==> src/rtl/clb_cfg_pkg.sv <==
// Purpose: shared types and constants for the CLB slice configuration loader.
// Latency: n/a (types, constants and elaboration-time helpers only).
// Backpressure: n/a.
package clb_cfg_pkg;

  // Loader frame states
  typedef enum logic [2:0] {
    ST_IDLE,
    ST_HDR_HI,
    ST_HDR_LO,
    ST_SHIFT,
    ST_DONE,
    ST_ERR
  } cfg_state_e;

  // Frame start marker
  localparam logic [7:0] CFG_SYNC_WORD = 8'hA5;

  // Slice geometry that sets the chain length
  localparam int NUM_LUTS  = 4;
  localparam int S_XX_BASE = 5;
  localparam int MUX_LVLS  = 2;

  // Each LUT holds a 2^S_XX_BASE truth table plus two mode bits.
  // The chain also holds one bit per output mux level and one use_cc bit.
  function automatic int calc_chain_len(input int num_luts,
                                        input int s_xx_base,
                                        input int mux_lvls);
    return num_luts * ((1 << s_xx_base) + 2) + mux_lvls + 1;
  endfunction

  localparam int CFG_CHAIN_LEN = calc_chain_len(NUM_LUTS, S_XX_BASE, MUX_LVLS);

endpackage

==> src/rtl/cfg_word_serializer.sv <==
// Purpose: loads one bitstream word and shifts up to nbits of it, LSB first, onto the chain.
// Latency: the first bit appears on cen/cfg_bit in the cycle after load.
// Backpressure: the parent may load only when o_empty, or when o_last (gap-free refill).
module cfg_word_serializer #(
  parameter int WORD_W = 8,
  parameter int WB_W   = $clog2(WORD_W + 1)
) (
  input  logic              cclk,
  input  logic              rst,
  input  logic              i_load,
  input  logic [WORD_W-1:0] i_word,
  input  logic [WB_W-1:0]   i_nbits,
  output logic              o_cen,
  output logic              o_cfg_bit,
  output logic              o_empty,
  output logic              o_last
);

  logic [WORD_W-1:0] r_shreg;
  logic [WB_W-1:0]   r_wbits;
  logic              r_cen;
  logic              r_cfg_bit;
  logic [WORD_W-1:0] w_shreg_nxt;
  logic [WB_W-1:0]   w_wbits_nxt;

  // Next shift-register contents: a load replaces the word (consuming any last bit); otherwise shift out one bit
  always_comb begin
    w_shreg_nxt = r_shreg;
    w_wbits_nxt = r_wbits;
    if (i_load) begin
      w_shreg_nxt = i_word;
      w_wbits_nxt = i_nbits;
    end else if (r_wbits != '0) begin
      w_shreg_nxt = r_shreg >> 1;
      w_wbits_nxt = r_wbits - WB_W'(1);
    end
  end

  // cen/cfg_bit are flops fed from the next-state view, so the slice sees clean registered outputs
  always_ff @(posedge cclk) begin
    if (rst) begin
      r_shreg   <= '0;
      r_wbits   <= '0;
      r_cen     <= 1'b0;
      r_cfg_bit <= 1'b0;
    end else begin
      r_shreg   <= w_shreg_nxt;
      r_wbits   <= w_wbits_nxt;
      r_cen     <= (w_wbits_nxt != '0);
      r_cfg_bit <= (w_wbits_nxt != '0) & w_shreg_nxt[0];
    end
  end

  assign o_cen     = r_cen;
  assign o_cfg_bit = r_cfg_bit;
  assign o_empty   = (r_wbits == '0);
  assign o_last    = (r_wbits == WB_W'(1)) && r_cen;

endmodule

==> src/rtl/clb_config_loader.sv <==
// Purpose: parses sync word and 16-bit length header, then streams the payload bit-serially into a CLB config chain.
// Latency: first cen one cycle after the first payload word; sync word to done is 3 + CHAIN_LEN + 1 cycles.
// Backpressure: s_ready is a function of state only; in SHIFT it reopens on the last bit of a word for gap-free streaming.
module clb_config_loader
  import clb_cfg_pkg::*;
#(
  parameter int                WORD_W    = 8,
  parameter int                LEN_W     = 16,
  parameter int                CHAIN_LEN = CFG_CHAIN_LEN,
  parameter logic [WORD_W-1:0] SYNC_WORD = CFG_SYNC_WORD
) (
  input  logic              cclk,
  input  logic              rst,
  input  logic [WORD_W-1:0] s_data,
  input  logic              s_valid,
  output logic              s_ready,
  output logic              cfg_bit,
  output logic              cen,
  output logic              busy,
  output logic              done,
  output logic              error
);

  localparam int               WB_W     = $clog2(WORD_W + 1);
  localparam logic [LEN_W-1:0] LEN_EXP  = LEN_W'(CHAIN_LEN);
  localparam logic [LEN_W-1:0] WORD_W_L = LEN_W'(WORD_W);

  cfg_state_e                r_state;
  cfg_state_e                w_state_nxt;
  logic [LEN_W-WORD_W-1:0]   r_len_hi;
  logic [LEN_W-1:0]          r_bits_left;
  logic [LEN_W-1:0]          w_len;
  logic [LEN_W-1:0]          w_last_ext;
  logic [LEN_W-1:0]          w_avail;
  logic [WB_W-1:0]           w_nbits;
  logic                      w_xfer;
  logic                      w_load;
  logic                      w_ser_empty;
  logic                      w_ser_last;

  assign w_xfer     = s_valid && s_ready;
  assign w_load     = w_xfer && (r_state == ST_SHIFT);
  assign w_len      = {r_len_hi, s_data};
  assign w_last_ext = {{(LEN_W-1){1'b0}}, w_ser_last};
  // Bits not yet loaded into the serializer; the bit shifting out this cycle is already accounted for
  assign w_avail    = r_bits_left - w_last_ext;
  // Padding above the end of the chain is never counted, so it is never shifted
  assign w_nbits    = (w_avail >= WORD_W_L) ? WB_W'(WORD_W) : w_avail[WB_W-1:0];

  cfg_word_serializer #(
    .WORD_W (WORD_W),
    .WB_W   (WB_W)
  ) u_ser (
    .cclk      (cclk),
    .rst       (rst),
    .i_load    (w_load),
    .i_word    (s_data),
    .i_nbits   (w_nbits),
    .o_cen     (cen),
    .o_cfg_bit (cfg_bit),
    .o_empty   (w_ser_empty),
    .o_last    (w_ser_last)
  );

  // State register
  always_ff @(posedge cclk) begin
    if (rst) begin
      r_state <= ST_IDLE;
    end else begin
      r_state <= w_state_nxt;
    end
  end

  // Next-state logic: sync hunt, header capture, shifting and terminal states
  always_comb begin
    w_state_nxt = r_state;
    case (r_state)
      ST_IDLE:   if (w_xfer && (s_data == SYNC_WORD)) w_state_nxt = ST_HDR_HI;
      ST_HDR_HI: if (w_xfer) w_state_nxt = ST_HDR_LO;
      ST_HDR_LO: if (w_xfer) w_state_nxt = (w_len == LEN_EXP) ? ST_SHIFT : ST_ERR;
      ST_SHIFT:  if (cen && (r_bits_left == LEN_W'(1))) w_state_nxt = ST_DONE;
      ST_DONE:   w_state_nxt = ST_IDLE;
      ST_ERR:    w_state_nxt = ST_ERR;
      default:   w_state_nxt = ST_IDLE;
    endcase
  end

  // Output decode: handshake and status flags
  always_comb begin
    s_ready = 1'b0;
    done    = 1'b0;
    error   = 1'b0;
    case (r_state)
      ST_IDLE, ST_HDR_HI, ST_HDR_LO: s_ready = 1'b1;
      ST_SHIFT: s_ready = (w_ser_empty || w_ser_last) && (r_bits_left > w_last_ext);
      ST_DONE:  done    = 1'b1;
      ST_ERR:   error   = 1'b1;
      default:  s_ready = 1'b0;
    endcase
    busy = (r_state == ST_HDR_HI) || (r_state == ST_HDR_LO) || (r_state == ST_SHIFT);
  end

  // Length header capture and remaining-chain-bit counter
  always_ff @(posedge cclk) begin
    if (rst) begin
      r_len_hi    <= '0;
      r_bits_left <= '0;
    end else begin
      if ((r_state == ST_HDR_HI) && w_xfer) begin
        r_len_hi <= s_data[LEN_W-WORD_W-1:0];
      end
      if ((r_state == ST_HDR_LO) && w_xfer && (w_len == LEN_EXP)) begin
        r_bits_left <= LEN_EXP;
      end else if ((r_state == ST_SHIFT) && cen) begin
        r_bits_left <= r_bits_left - LEN_W'(1);
      end
    end
  end

endmodule

==> config.mk <==
export PLATFORM = sky130hd
export DESIGN_NAME = clb_config_loader
export DESIGN_NICKNAME = d
export VERILOG_FILES = /design/src/rtl/clb_cfg_pkg.sv /design/src/rtl/cfg_word_serializer.sv /design/src/rtl/clb_config_loader.sv
export SDC_FILE = /design/constraint.sdc
export NUM_CORES = 1
export LEC_CHECK = 0
export CAP_MARGIN = 10
export CORE_AREA = 3 3 68 70
export CTS_BUF_LIST = sky130_fd_sc_hd__clkbuf_8
export DETAILED_ROUTE_END_ITERATION = 7
export DIE_AREA = 0 0 71 73
export GPL_ROUTABILITY_DRIVEN = 0
export GPL_TIMING_DRIVEN = 0
export MAX_ROUTING_LAYER = met4
export PLACE_DENSITY = 0.75
export SYNTH_ARGS = -nofsm -noshare
export SYNTH_HDL_FRONTEND = slang
export SYNTH_SLANG_ARGS = --single-unit
export TNS_END_PERCENT = 1
==> constraint.sdc <==
create_clock -name cclk -period 3 [get_ports cclk]
set_input_delay 0.6 -clock cclk [delete_from_list [all_inputs] [get_ports cclk]]
set_output_delay 0.6 -clock cclk [all_outputs]
set_load 0.03 [all_outputs]
Yosys cells after proc, flatten, opt, wreduce, memory -nomap -nowiden
Index checks and enable logic that the tools add are counted. W data, S select, Z words.

$add $sub $neg: 3. $lt $le $gt $ge: 2. Equal/unequal tests: 13. Mux-type cells: 16. Bitwise operators: 1. Reduce and logical (&&, ||, !) cells: 22.

Operators with widths (number): $mux W8 (4); $eq A16 B1 Y1 const B (1); $eq A16 B8 Y1 const B (1); $ge A16 B4 Y1 const B (1); $gt A16 B1 Y1 (1); $sub A16 B1 Y16 (1); $sub A16 B1 Y16 const B (1); $mux W3 (5); $pmux W3 S5 (1); $mux W4 (3); $logic_and A1 B1 Y1 (10); $eq A8 B8 Y1 const B (1); $reduce_bool A4 Y1 (2); $eq A3 B2 Y1 const B (2); $eq A3 B3 Y1 const B (2); $ne A2 B2 Y1 const B (3); $eq A4 B1 Y1 const B (1); $logic_not A4 Y1 (1); $reduce_and A4 Y1 (1); $reduce_bool A2 Y1 (2); $sub A4 B1 Y4 const B (1); $eq A3 B1 Y1 const B (1); $logic_not A3 Y1 (1); $logic_or A1 B1 Y1 (3); other kinds (6) (7).

Register bits after elaboration: 41. Input bits: 11. Output and inout bits: 6. Word-level logic and storage cells: 66.

Depth between registers and ports, before layout
Gate-level depths: netlist (run 1).

Depth in word-level cells: 10. Depth in mapped cells: 12. Gate-level depth less buffers: 12.

Hierarchy
Synthesis (run 1) repeated with hierarchy kept, for this count alone.

Cells, all modules: 283. Area, all modules: 2481.1 sq um.

Modules (own cells, without submodules): clb_config_loader (instances 1, cells an instance 202, area an instance 1736.7 sq um, seq. area each 540.5 sq um); cfg_word_serializer (instances 1, cells an instance 81, area an instance 744.5 sq um, seq. area each 280.3 sq um).

Least setup slack after synthesis (run 1)
OpenSTA, ideal clock, no wires.

Kind: register to register. From: reg u_ser.r_cen, in the netlist u_ser.o_cen. To: reg u_ser.r_cfg_bit, in the netlist u_ser.o_cfg_bit. Library setup time: 116 ps. Arrival: 2470 ps. Required time: 2884 ps. Path slack: 414 ps. Stages on the path, launching flop included: 10. Buffers on the path: 0. Period minus slack after synthesis: 2586 ps. Cells stage by stage: dfxtp_1 -> nand2_1 -> nor3_1 -> ha_1 -> or3b_2 -> xnor2_1 -> a211o_1 -> nor4_4 -> nand3_1 -> and3b_1.

Longest elaborated chain between the ends: 9. Elaborated cells between the ends (all ways): 14. Classes of those cells: add/sub (1); order compare (2); mux (4); bitwise (1); reduce/logical (6).

Ends and longest elaborated chain: start: declaration (line cfg_word_serializer.sv:21) `logic r_cen;`; start signal: assignment (line cfg_word_serializer.sv:49) `r_cen <= (w_wbits_nxt != '0);`; $logic_and A1 B1 Y1 * (line cfg_word_serializer.sv:57) `assign o_last = (r_wbits == WB_W'(1)) && r_cen;`; parallel branches: the longest is 7 deep, another holds $sub A16 B1 Y16; $and A1 B1 Y1 * (line cfg_word_serializer.sv:50) `r_cfg_bit <= (w_wbits_nxt != '0) & w_shreg_nxt[0];`; end signal: assignment (line cfg_word_serializer.sv:50); end: declaration (line cfg_word_serializer.sv:22) `logic r_cfg_bit;`.

Mark *: on every way between the ends. A chain may end at the register's enable or synchronous reset.

Worst setup path after layout (run 1)
From: reg u_ser.r_wbits[1]. To: out s_ready.

Longest elaborated chain between the ends: 5. Elaborated cells between the ends (all ways): 7. Classes of those cells: order compare (1); eq/ne (1); mux (1); reduce/logical (4).

Ends and longest elaborated chain: start: declaration (line cfg_word_serializer.sv:20) `logic [WB_W-1:0] r_wbits;`; start signal: assignment (line cfg_word_serializer.sv:48) `r_wbits <= w_wbits_nxt;`; $eq A4 B1 Y1 (line cfg_word_serializer.sv:57); $logic_and A1 B1 Y1 (line cfg_word_serializer.sv:57); $gt A16 B1 Y1 / $logic_or A1 B1 Y1 (equally long branches) (line clb_config_loader.sv:95) `ST_SHIFT: s_ready = (w_ser_empty || w_ser_last) && (r_bits_left > w_last_ext);`; $logic_and A1 B1 Y1 * (line clb_config_loader.sv:95); $pmux W1 S2 * (line clb_config_loader.sv:93) `case (r_state)`; end: declaration (line clb_config_loader.sv:16) `output logic s_ready,`.

Mark *: on every way between the ends. The rest lies on a longest branch, timed or not.

==> results of run 1 <==
[per-layer routing]
metal,vias to the layer above,wire (um),GRT usage
met3,9,167,0.04270
met5,-,0,-
met1,921,2458,0.2855
li1,1020,-,-
met2,37,2179,0.3306
met4,0,63,0.06263
[cell usage in the layout (no fill, tap or decap), drive strengths merged, types with 3 or more instances in the layout]
cell and n:
xnor2 13, dfxtp 41, buf 8, or3 5, nor2b 3, nor2 46, nor3b 6, ha 7
o21ai 4, clkbuf 15, nand3 7, nand2b 5, nor4 4, nor3 13, nand4 5, nand3b 6
xor2 5, nand2 13, a211oi 9, a31oi 3, a21oi 11, clkdlybuf4s50 15, mux2i 15, inv 7
[logic make-up after synthesis]
logic type                 after synthesis  synth area share
xor gates and xnor gates                18           0.06763
DFF                                     41            0.3521
adders and majority gates                7           0.03757
and+or+nand+nor                        130            0.3135
muxes                                   15           0.06441
buffers and inverters                   24           0.05046
AOI/OAI and AO/OA                       38            0.1143
[registers in the layout, summed over array words and instances, names as in the netlist]
register,flops
r_state,3
r_len_hi,8
r_bits_left,16
u_ser.r_wbits,4
u_ser.r_shreg,8
u_ser.o_cfg_bit,1
u_ser.o_cen,1
[synthesized netlist by cell type, drive strengths merged (2+ instances only)]
cell,number,area share
a211oi,9,0.031
a21oi,11,0.024
a31oi,3,0.0081
a41oi,2,0.0075
and2,2,0.0054
and3,2,0.0054
and4b,2,0.0086
buf,7,0.023
clkbuf,10,0.016
dfxtp,41,0.35
ha,7,0.038
inv,7,0.011
mux2i,15,0.064
nand2,13,0.021
nand2b,5,0.013
nand3,7,0.015
nand3b,6,0.019
nand4,5,0.013
nand4b,2,0.0075
nor2,46,0.075
nor2b,3,0.0081
nor3,13,0.028
nor3b,6,0.019
nor4,4,0.026
nor4b,2,0.0075
o211ai,2,0.0086
o21ai,4,0.0086
or3,5,0.013
or4,2,0.0081
xnor2,13,0.049
xor2,5,0.019
[through the flow]
stage | hold WS, ns | cells | instance area [um^2] | power (uW) | worst slack (ns)
CTS | 0.4825 | 347 | 2645 | 1415 | 0.009511
global placement | 0.4588 | 339 | 2554 | 1049 | -0.08681
floorplan | 0.4472 | 273 | 2331 | 956.2 | 0.4142
detailed placement | 0.4688 | 339 | 2554 | 1056 | -0.09761
global route | 0.5264 | 347 | 2651 | 1504 | 0.01755
finish | 0.4907 | 347 | 2651 | 1413 | 0.1693
[power by group]
group	internal, uW	switching [uW]
registers	571	40.0
clock network	161	199
logic	207	236
total	938	475
[worst reg2reg max path, cell delays in order (launching register included)]
cell and delay, ns:
dfxtp_1 0.33, inv_1 0.08, ha_1 0.16, nand2_1 0.06, nor3_2 0.17, ha_2 0.25, or3b_2 0.50, xnor2_1 0.15
a211o_1 0.30, nor4_4 0.35, nand3_1 0.15, and3b_1 0.19
[final timing paths]
kind | startpoint | end | slack, ns | cells after the start
worst max register to register | u_ser.r_wbits[1]$_SDFF_PP0_ | u_ser.o_cfg_bit$_SDFF_PP0_ | 0.23 | 11
worst min-delay path | u_ser.r_shreg[7]$_SDFFE_PP0P_ | u_ser.r_shreg[7]$_SDFFE_PP0P_ | 0.49 | 2
worst min register to register | u_ser.r_shreg[7]$_SDFFE_PP0P_ | u_ser.r_shreg[7]$_SDFFE_PP0P_ | 0.49 | 2
worst max-delay path | u_ser.r_wbits[1]$_SDFF_PP0_ | s_ready | 0.17 | 10
[timing repair]
item	4_1_cts	5_1_grt
setup endpoints to repair	3	7
resized for setup	7	5
hold buffers	0	0
[layout make-up]
class,count,area (um^2)
inverters,7,26.28
flip-flops and latches,41,822.0
clock buffers,5,68.82
repair buffers,16,155.1
fillers,361,1378
well taps,50,62.56
plain buffers,17,91.34
clock inverters,3,17.52
multi-input cells,208,1408
==> summary.txt, run 1 <==
Run status
  • Outcome: complete, no violations

Floorplanning
  • Initial core utilization: 0.5786
  • Die Y: 73 um
  • Die width: 71 um
  • Core area: 4029 um^2
  • Die Footprint: 5183 um^2
  • I/O pin total: 17
  • Row cnt: 23

Critical path
  • CP Data Required Time: 2.40 ns
  • Critical path cell sequence: inv_1, ha_1, nand2_1, nor3_2, ha_2, ha_2, a21oi_1, o21ai_1, a31oi_1, buf_2
  • Most numerous cell on the critical path: ha_2
  • Critical Path AT: 2.23 ns
  • Critical path capture point type: primary output
  • Critical path type: register to primary output
  • WP buf/inv: 2
  • Slowest cell on crit path: dfxtp_1
  • Type of origin of the critical path: register
  • Top delay family on crit path: adder cells
  • Crit Path Max Fanout: 6
  • Slowest cell delay on critical path: 0.37 ns

STA
  • Unrepaired setup endpoints after global routing: false
  • Worst slew pin tran: 0.5950 ns
  • Final setup fails: 0
  • Highest clock rate: 0.3533 GHz
  • Setup Skew: 0.004987 ns
  • Pins Over Slew Limit: 0
  • Total negative slack: 0 ns
  • Final worst path period share: 0.9436
  • Slew headroom: 0.6033
  • Post-route minimum period: 2.831 ns
  • Fin. Hold Viols: 0

Synthesis
  • Synth Flop Type: dfxtp_1
  • Async set-reset flop share out of synthesis: 0
  • Post-synth EDFFs: 0
  • Netlist cell types: 53
  • Yosys warns: 0
  • #FFs+latches synth: 41
  • Syn avg cell area: 8.538 um^2
  • Mapped cell area: 2331 um^2
  • Synth Instances: 273
  • Sequential fraction of the synthesis area: 0.3521
  • Net Count, Synth: 291

Clock network
  • Clock Path Buffers: 2
  • Skew-Pair Late Insertion Delay: 0.30 ns
  • Clock Sinks: 41
  • CTS tree: built
  • CTS root buffer: clkbuf_8
  • CTS buffer count: 5
  • Post-CTS Setup Inserts: 0
  • Reg clk slew, reported paths: 0.08 ns
  • H-Tree Depth: 2

Final layout
  • Layout Utilization: 0.6581
  • Area Growth Syn to Fin: 13.74%
  • Final-stage net count: 314
  • Share of cells above drive strength 1: 0.09428
  • Antenna diodes: 0

Hold path
  • Path type of the worst min-delay path: register to register

Routing
  • ANT nets after route: 0
  • Total Wirelength: 4869 um
  • DRC: 0
  • Detailed Route Iter0 Violations: 118
  • Via Count: 1,987
  • Iteration count of the initial detailed-routing pass: 4
  • Via density: 5.726
  • WL/cell: 14.03 um

Power and ir drop
  • Power Density: 533.1 nW/um^2
  • Leak: 0.0009913 uW
  • Worst vdd ir: 277.1 uV

Place
  • Detail Placement HPWL: 3554 um
  • Port bufs: 16

Global route
  • First-pass GRT wire length: 8666 um
  • GRT Total Usage: 0.2143
  • Largest net degree at the start of global routing: 14
  • Initial antenna violation count: 0
  • Vias in the first global route: 1,907
  • Remaining Overflow, GRT: 0

Job
  • Reported max-cap violation count: 0
Power figures use the tool's default switching activity.
==> run 2: changes to the inputs <==
- CORE_AREA: 3 3 68 70 -> 3 3 70 72
- DIE_AREA: 0 0 71 73 -> 0 0 73 75
- PLACE_DENSITY: 0.75 -> 0.74
- clock period: 3 -> 2.6 ns (I/O delays scaled with it)
==> summary.txt, run 2 (synthesis gave the netlist of run 1 again) <==
Floorplanning
  • Core area: 4354 um^2 (+8.1%)
  • Die Footprint: 5475 um^2 (+5.6%)
  • Die width: 73 um (+2.8%)
  • I/O pin total: 17 (unchanged)
  • Initial core utilization: 0.5353 (-0.04323)
  • Die Y: 75 um (+2.7%)
  • Row cnt: 24 (+4.3%)

STA
  • Highest clock rate: 0.3821 GHz
  • Pins Over Slew Limit: 0 (unchanged)
  • Worst slew pin tran: 0.5953 ns (+0.0002832 ns)
  • Final setup fails: 1 (+1)
  • Slew headroom: 0.6031 (about the same)
  • Unrepaired setup endpoints after global routing: true
  • Setup Skew: 0.003983 ns (-0.001004 ns)
  • Setup ws final: -0.01726 ns (-0.1866 ns)
  • Final worst path period share: 1.007
  • Fin. Hold Viols: 0 (unchanged)
  • Total negative slack: -0.01726 ns (-0.01726 ns)
  • Post-route minimum period: 2.617 ns

Critical path
  • Critical Path AT: 2.10 ns (-0.13 ns)
  • Critical path capture point type: primary output
  • Crit Path Max Fanout: 6 (unchanged)
  • Type of origin of the critical path: register
  • Critical path type: register to primary output
  • CP Data Required Time: 2.08 ns (-0.32 ns)

Global route
  • GRT Total Usage: 0.2058 (-0.008454)
  • Initial antenna violation count: 0 (unchanged)
  • Largest net degree at the start of global routing: 14 (unchanged)
  • Remaining Overflow, GRT: 0 (unchanged)
  • Vias in the first global route: 1,828 (-4.1%)
  • First-pass GRT wire length: 8604 um (-0.72%)

Clock network
  • H-Tree Depth: 2 (unchanged)
  • Clock Path Buffers: 2 (unchanged)
  • Skew-Pair Late Insertion Delay: 0.30 ns (about the same)
  • Hold_buf cts: 0 (unchanged)
  • Clock Sinks: 41 (unchanged)
  • CTS tree: built
  • Reg clk slew, reported paths: 0.08 ns (about the same)
  • CTS root buffer: clkbuf_8
  • CTS buffer count: 5 (unchanged)

Routing
  • Detailed Route Iter0 Violations: 123 (+4.2%)
  • DRC: 0 (unchanged)
  • Total Wirelength: 5085 um (+4.4%)
  • Via Count: 2,019 (+1.6%)
  • ANT nets after route: 0 (unchanged)
  • Iteration count of the initial detailed-routing pass: 4 (unchanged)
  • WL/cell: 14.36 um (+2.4%)
  • Via density: 5.703 (-0.40%)

Run status
  • Outcome: complete, but fails checks
  • Failing checks: setup timing

Power and ir drop
  • Pwr Total: 1890 uW (+34%)
  • Worst vdd ir: 419.6 uV (+51%)
  • Leak: 0.001048 uW (+5.8%)
  • Power Density: 670.0 nW/um^2 (+26%)

Place
  • Area post-placement: 2556 um^2 (about the same)
  • Setup WS pre-CTS: -0.4058 ns (-0.3082 ns)
  • Port bufs: 16 (unchanged)
  • Detail Placement HPWL: 3464 um (-2.6%)

Final layout
  • Finished Cell Area: 2821 um^2 (+6.4%)
  • Reg area: 827.0 um^2 (+0.61%)
  • Commonest non-fill, non-tap cell in the layout: nor2_1
  • Max reg flops: 16 (unchanged)
  • Largest reg by FF count: r_bits_left
  • Biggest regs: r_bits_left: 16 flops, r_len_hi: 8 flops, u_ser.r_shreg: 8 flops
  • Final-stage net count: 319 (+1.6%)
  • Share of cells above drive strength 1: 0.1424 (+0.04811)
  • Antenna diodes: 0 (unchanged)
  • Most frequent cells in the layout: nor2_1, dfxtp_1, mux2i_1, clkdlybuf4s50_1, xnor2_1
  • Fill cell count: 354 (-1.9%)
  • Area of the multi-input gates: 1496 um^2 (+6.3%)
  • Area Growth Syn to Fin: 21.04%

Job
  • Reported max-cap violation count: 0 (unchanged)

Hold path
  • Path type of the worst min-delay path: register to register
-- run 2: changes by cell type in the layout (fill, tap and decap cells not counted), sizes merged --
cell	delta
clkbuf	+1
clkinv	-2
bufinv	+1
buf	+5
-- run 2: layout make-up --
cell class / instances / area share
multi-input combinational: 208 / 0.5304
sequential: 41 / 0.2931
timing repair buffer: 21 / 0.06918
buffer: 17 / 0.03237
clock buffer: 6 / 0.02927
tap: 52 / 0.02306
clock inverter: 2 / 0.01330
inverter: 7 / 0.009313
-- run 2: path summary, 6_finish.rpt --
kind / start / to / slack [ns] / depth (start not counted)
max: u_ser.r_wbits[1]$_SDFF_PP0_ / s_ready / -0.02 / 11
min reg2reg: u_ser.r_shreg[7]$_SDFFE_PP0P_ / u_ser.r_shreg[7]$_SDFFE_PP0P_ / 0.48 / 2
min: u_ser.r_shreg[7]$_SDFFE_PP0P_ / u_ser.r_shreg[7]$_SDFFE_PP0P_ / 0.48 / 2
max reg2reg: u_ser.r_wbits[1]$_SDFF_PP0_ / u_ser.r_wbits[1]$_SDFF_PP0_ / 0.02 / 12
-- run 2: per-stage QoR --
stage               hold slack, ns  std cells    util
floorplan                   0.4472        273       -
global placement            0.4591        341  0.5871
detailed placement          0.4638        341  0.5871
CTS                         0.4742        353  0.6336
global route                0.5030        354  0.6480
finish                      0.4779        354  0.6480
-- run 2: critical path, stage by stage (launching register included) --
cell     delay [ns]
dfxtp_2        0.33
inv_2          0.07
ha_4           0.15
nand2_4        0.05
nor3_4         0.17
ha_4           0.20
buf_4          0.12
ha_4           0.17
a21oi_2        0.06
o21ai_1        0.18
a31oi_1        0.11
buf_4          0.19
-- run 2: power by group --
part | total [uW] | switching [uW] | internal [uW]
logic | 640 | 319 | 321
registers | 712 | 48.4 | 664
clock network | 538 | 226 | 312
total | 1890 | 594 | 1300
-- run 2: what timing repair did --
item,4_1_cts,5_1_grt
endpoints found under the setup margin,7,10
setup buffers,4,1
pin swaps,6,9
resized for setup,22,10
-- run 2: routing by layer --
metal | routed length (um) | vias up | GRT usage | part of all wire
li1 | - | 1027 | - | -
met1 | 2523 | 918 | 0.3033 | 0.50
met2 | 2190 | 61 | 0.2741 | 0.43
met3 | 263 | 13 | 0.03605 | 0.052
met4 | 108 | 0 | 0.08197 | 0.021
met5 | 0 | - | - | 0
